## src/rtl/tape_recorder.sv

```systemverilog
// Oric cassette recorder: decodes the K7 tape output waveform (one cycle per bit,
// short = 1, long = 0) into framed bytes and writes them into the tape cache.
module tape_recorder #(
  parameter int unsigned US_DIV       = 24,
  parameter int unsigned ADDR_W       = 16,
  parameter int unsigned MIN_US       = 100,
  parameter int unsigned SHORT_MAX_US = 312,
  parameter int unsigned LONG_MAX_US  = 624
) (
  input  logic              clk,
  input  logic              reset_n,
  input  logic              en,
  input  logic              clear,
  input  logic              tape_out_in,
  output logic              tape_wr,
  output logic [ADDR_W-1:0] tape_addr,
  output logic [7:0]        tape_dout,
  output logic [ADDR_W:0]   tape_len,
  output logic              full,
  output logic [7:0]        err_cnt,
  output logic              active
);

  localparam int unsigned PRE_W   = (US_DIV > 1) ? $clog2(US_DIV) : 1;
  localparam int unsigned PER_SAT = LONG_MAX_US + 1;
  localparam int unsigned PER_W   = $clog2(PER_SAT + 1);

  typedef enum logic [1:0] {S_HUNT, S_DATA, S_PARITY, S_STOP} state_t;

  logic             sync1, sync2, sync2_d;
  logic [PRE_W-1:0] presc;
  logic [PER_W-1:0] per;
  logic             edge_c, accept_c, gap_c, one_c, tick_c, timeout_c;
  logic             bit_vld, bit_val, gap_q;

  state_t           state, state_nxt;
  logic [7:0]       sr, sr_nxt;
  logic [2:0]       bitcnt, bitcnt_nxt;
  logic [7:0]       err_nxt;
  logic [ADDR_W:0]  ptr, ptr_nxt;
  logic             wr_c, err_inc_c, wr_fire_c;

  // Input synchronizer and rising-edge history; runs regardless of en
  always_ff @(posedge clk or negedge reset_n) begin
    if (!reset_n) begin
      sync1   <= 1'b0;
      sync2   <= 1'b0;
      sync2_d <= 1'b0;
    end else begin
      sync1   <= tape_out_in;
      sync2   <= sync1;
      sync2_d <= sync2;
    end
  end

  // Edge classification against the measured period
  always_comb begin
    edge_c    = en & sync2 & ~sync2_d;
    accept_c  = edge_c && (per >= PER_W'(MIN_US));
    gap_c     = per > PER_W'(LONG_MAX_US);
    one_c     = per <= PER_W'(SHORT_MAX_US);
    tick_c    = presc == PRE_W'(US_DIV - 1);
    timeout_c = (per == PER_W'(PER_SAT)) && !edge_c;
  end

  // Microsecond prescaler and saturating period counter
  always_ff @(posedge clk or negedge reset_n) begin
    if (!reset_n) begin
      presc <= '0;
      per   <= '0;
    end else if (!en || clear || accept_c) begin
      presc <= '0;
      per   <= '0;
    end else if (tick_c) begin
      presc <= '0;
      if (per != PER_W'(PER_SAT)) per <= per + PER_W'(1);
    end else begin
      presc <= presc + PRE_W'(1);
    end
  end

  // Registered bit / gap events feeding the framer
  always_ff @(posedge clk or negedge reset_n) begin
    if (!reset_n) begin
      bit_vld <= 1'b0;
      bit_val <= 1'b0;
      gap_q   <= 1'b0;
    end else begin
      bit_vld <= accept_c && !gap_c && !clear;
      bit_val <= one_c;
      gap_q   <= accept_c && gap_c && !clear;
    end
  end

  // Framer next-state, write request and error accounting
  always_comb begin
    state_nxt  = state;
    sr_nxt     = sr;
    bitcnt_nxt = bitcnt;
    wr_c       = 1'b0;
    err_inc_c  = 1'b0;

    if (bit_vld) begin
      unique case (state)
        S_HUNT: begin
          if (!bit_val) begin
            state_nxt  = S_DATA;
            bitcnt_nxt = '0;
          end
        end
        S_DATA: begin
          sr_nxt     = {bit_val, sr[7:1]};
          bitcnt_nxt = bitcnt + 3'd1;
          if (bitcnt == 3'd7) state_nxt = S_PARITY;
        end
        S_PARITY: begin
          wr_c      = 1'b1;
          err_inc_c = (^sr) == bit_val;
          state_nxt = S_STOP;
        end
        S_STOP: begin
          if (bit_val) begin
            state_nxt = S_HUNT;
          end else begin
            err_inc_c  = 1'b1;
            state_nxt  = S_DATA;
            bitcnt_nxt = '0;
          end
        end
        default: state_nxt = S_HUNT;
      endcase
    end

    if (gap_q || timeout_c || !en || clear) state_nxt = S_HUNT;

    wr_fire_c = wr_c && en && !clear && !ptr[ADDR_W];

    if (clear) begin
      err_nxt = '0;
    end else if (err_inc_c && en && (err_cnt != 8'hFF)) begin
      err_nxt = err_cnt + 8'd1;
    end else begin
      err_nxt = err_cnt;
    end

    if (clear) begin
      ptr_nxt = '0;
    end else if (tape_wr) begin
      ptr_nxt = ptr + (ADDR_W + 1)'(1);
    end else begin
      ptr_nxt = ptr;
    end
  end

  // Framer state, write port and status registers
  always_ff @(posedge clk or negedge reset_n) begin
    if (!reset_n) begin
      state     <= S_HUNT;
      sr        <= '0;
      bitcnt    <= '0;
      err_cnt   <= '0;
      ptr       <= '0;
      tape_wr   <= 1'b0;
      tape_addr <= '0;
      tape_dout <= '0;
      active    <= 1'b0;
    end else begin
      state   <= state_nxt;
      sr      <= sr_nxt;
      bitcnt  <= bitcnt_nxt;
      err_cnt <= err_nxt;
      ptr     <= ptr_nxt;
      tape_wr <= wr_fire_c;
      if (wr_fire_c) begin
        tape_addr <= ptr[ADDR_W-1:0];
        tape_dout <= sr;
      end
      active  <= state_nxt != S_HUNT;
    end
  end

  assign tape_len = ptr;
  assign full     = ptr[ADDR_W];

endmodule

```

## config.mk

```make
export PLATFORM = sky130hd
export DESIGN_NAME = tape_recorder
export DESIGN_NICKNAME = d
export VERILOG_FILES = /design/src/rtl/tape_recorder.sv
export SDC_FILE = /design/constraint.sdc
export NUM_CORES = 1
export LEC_CHECK = 0
export ABC_AREA = 1
export CAP_MARGIN = 0
export CORE_MARGIN = 2
export CORE_UTILIZATION = 40
export CTS_CLUSTER_DIAMETER = 80
export CTS_CLUSTER_SIZE = 40
export DETAILED_ROUTE_END_ITERATION = 16
export HOLD_SLACK_MARGIN = 0.06
export PLACE_DENSITY = 0.58
export SYNTH_ARGS = -nofsm -noshare
export SYNTH_HDL_FRONTEND = slang
export SYNTH_SLANG_ARGS = --single-unit
```

## constraint.sdc

```tcl
create_clock -name clk -period 5 [get_ports clk]
set_input_delay 0.75 -clock clk [delete_from_list [all_inputs] [get_ports clk]]
set_output_delay 0.75 -clock clk [all_outputs]
set_load 0.005 [all_outputs]
```

==> impl_metrics.py <==
metrics = {
    "timing": {
        "hold_viol_final": 0,
        "worst_slack_ps": 2750,
        "finalCritPeriodShare_pct": 45.0,
        "relSlewSlack_pct": 28.7,
        "whs_ps": 352,
        "slew_viol_final": 0,
        "rsz0062_at_grt": "no",
        "setup_viol": 0,
        "max_freq_ghz": 0.444,
        "fin_crit_ps": 2250,
        "fin_setup_tns_ps": 0,
        "fin_skew_ps": 10.3,
        "worst_pin_slew_ps": 1070,
    },
    "global_route": {
        "overflow": 0,
        "grt_pass1_vias": 3253,
        "grt_max_degree": 86,
        "grt_pass1_wl_um": 15700,
        "antenna_found_initial": 0,
        "grt_use_total_pct": 17.2,
    },
    "floorplan": {
        "initial_core_util_pct": 40.8,
        "fp.coreArea_sq_um": 10300,
        "io_pins": 57,
        "fp.dieW_um": 106,
        "fp.dieH_um": 106,
        "rows": 37,
        "die_area_sq_um": 11300,
    },
    "routing": {
        "firstDrtPassIters": 5,
        "wirelength_um": 9170,
        "dr_total_vias": 3403,
        "detail_route.wl_per_cell_um": 13.2,
        "route.detailed.drc": 0,
        "vias_per_cell": 4.91,
        "detail-route-antenna-nets": 0,
        "drt-initial-drc-count": 153,
    },
    "critical_path": {
        "worst-endpoint-arrival_ps": 2480,
        "r2r-start": "err_cnt[0]$_DFFE_PN0P_",
        "cp_cell_sequence": "clkdlybuf4s50_1 > nor2_4 > inv_2 > nor4_4 > inv_2 > nand2_1 > o21ai_1",
        "cp-start-kind": "input port",
        "critPathRequiredTime_ps": 5220,
        "end_kind": "register",
        "crit_start": "clear",
        "crit_path_top_delay_cell": "clkdlybuf4s50_1",
        "crit_path_end": "tape_addr[4]$_DFFE_PN0P_",
        "crit_top_cell": "inv_2",
        "r2r_end": "err_cnt[1]$_DFFE_PN0P_",
        "cp_max_fo": 45,
        "r2r_slack_ps": 3050,
        "critPathMaxStageDelay_ps": 580,
        "critPathKind": "in -> reg",
        "worst_r2r_path_depth": 9,
    },
    "logic_synthesis": {
        "synth_area_leader_cell": "dfrtp_1",
        "postSynthAreaPerCell_sq_um": 8.48,
        "yosysMostFrequentCell": "nand2_1",
        "yosys.area.top_type_share_pct": 50.7,
        "synth_enable_flop_cells": 0,
        "synth_cell_types": 36,
        "ys_seq_area_share_pct": 50.7,
        "synthCells": 495,
        "yosys_warnings": 0,
        "synth_xor_area_share_pct": 1.88,
        "synth-compound-area-share_pct": 10.6,
        "synth_fp_nets": 512,
        "synth_top_family_by_area": "simple AND/OR/NAND/NOR gates",
        "yosys-mux-area-fraction_pct": 0,
        "yosys_most_used_dff": "dfrtp_1",
        "postSynth.asyncResetShare_pct": 100,
        "synthesis.area_sq_um": 4200,
        "synth_fa_ha_area_share_pct": 3.58,
        "synth-simple-area-share_pct": 25.6,
        "synthTopCellsByCount": "112 x nand2_1, 85 x dfrtp_1, 63 x inv_1",
        "synth.area.top_cells": "dfrtp_1 51%, nand2_1 10%, inv_1 5.6%",
        "ys_ff_latch": 85,
    },
    "place": {
        "dp_hpwl_um": 6580,
        "io_buffer_count": 56,
        "dp_cells": 677,
        "dp_slack_ps": 2360,
        "gp_congestion": 0.851,
    },
    "cts": {
        "htree_levels": 3,
        "clkTransAtPathRegs_ps": 90,
        "postCtsSetupBuffers": 0,
        "clk_latency_ps": 360,
        "cts_max_path_buffers": 2,
        "root_buffer": "clkbuf_8",
        "numCtsBuffers": 9,
        "cts_tree": "done",
        "cts_num_sinks": 85,
        "cts_hold_buffers": 0,
        "cts_resized": 0,
    },
    "power": {
        "power_leakage_nw": 2.29,
        "peakVddDrop_mv": 0.139,
        "power.density_nw_per_um2": 260,
    },
    "run_status": {
        "status": "finished clean",
    },
    "cells_and_area": {
        "stdcell_count": 693,
        "multiInputGateArea_sq_um": 1750,
        "nNetsFinal": 569,
        "fillCellCount": 1012,
        "antenna_cells": 0,
        "post-route-util_pct": 49.7,
        "drive_gt1_share_pct": 7.36,
        "syn_to_final_growth_pct": 21.7,
        "regArea_sq_um": 2130,
    },
    "worst_hold_path": {
        "holdCritPathClass": "reg -> reg",
    },
    "flow_run": {
        "drv_cap": 0,
    },
}
## power by group
part,internal (W),total [W],switching (W)
clock,0.000300,0.000565,0.000265
combinational,0.0000250,0.0000602,0.0000352
sequential,0.000697,0.000703,0.00000590
## worst min-delay path by stage
stage                       to  slack, ps             from  cells after the start
2_1_floorplan  sync2$_DFF_PN0_        330  sync1$_DFF_PN0_                      0
3_3_place_gp   sync2$_DFF_PN0_        330  sync1$_DFF_PN0_                      0
5_1_grt        sync2$_DFF_PN0_        360  sync1$_DFF_PN0_                      0
4_1_cts        sync2$_DFF_PN0_        360  sync1$_DFF_PN0_                      0
3_5_place_dp   sync2$_DFF_PN0_        340  sync1$_DFF_PN0_                      0
6_report       sync2$_DFF_PN0_        350  sync1$_DFF_PN0_                      0
## metal layers
metal	vias up	part of all wire, %	global-route usage, %
li1	1736	-	-
met1	1609	48	23.4
met2	52	48	27.5
met3	6	2.7	3.07
met4	0	0.94	6.31
met5	-	0	0
## through the flow
stage               instance area [sq um]  total power, W
global route                         5110         0.00138
floorplan                            4200        0.000738
global placement                     4880        0.000778
CTS                                  5110         0.00134
detailed placement                   4880        0.000779
finish                               5110         0.00133
## sequential cells by signal, summed over array words and instances, names as in the netlist
name       cells
state          2
per           10
gap_q          1
err_cnt        8
sr             8
bit_vld        1
tape_wr        1
tape_addr     16
tape_dout      8
sync2          1
sync2_d        1
tape_len      17
sync1          1
active         1
bit_val        1
bitcnt         3
presc          5
## layout make-up
cell class | count | area share [%]
multi-input combinational | 330 | 34.3
clock buffer | 10 | 2.69
sequential | 85 | 41.6
tap | 136 | 3.33
timing repair buffer | 56 | 10.9
clock inverter | 6 | 1.84
inverter | 70 | 5.29
## logic make-up (layout without fill, tap and decap cells)
family	after synthesis	after routing
flip-flops	85	85
adder cells (fa/ha/maj)	12	12
AO/OA/AOI/OAI	85	85
AND/OR/NAND/NOR	224	224
XOR/XNOR	9	9
buffers and inverters	80	142
## critical path, delay by kind of cell
| family | cells | cell delay (ps) |
|---|---|---|
| AO/OA/AOI/OAI | 1 | 80 |
| buffers and inverters | 3 | 1010 |
| AND/OR/NAND/NOR | 3 | 620 |
## placed cells by master, fill, tap and decap left out, types with 2 or more instances in the layout
cell type,instances
inv_1,63
o21ai_0,36
inv_2,4
clkbuf_8,10
nor3_1,13
nand3_1,33
nor2_1,30
o22ai_1,4
dfrtp_1,85
clkdlybuf4s50_1,55
o21ai_1,22
bufinv_16,2
nand4_1,15
nand2_4,2
nand2_2,3
nand3_2,2
nand2_1,112
ha_1,12
inv_6,3
a21oi_1,18
nor3b_1,2
xor2_1,8
o31ai_1,3
nor2_4,2
nor2_2,3
nor3_2,2
Power figures use the tool's default switching activity.
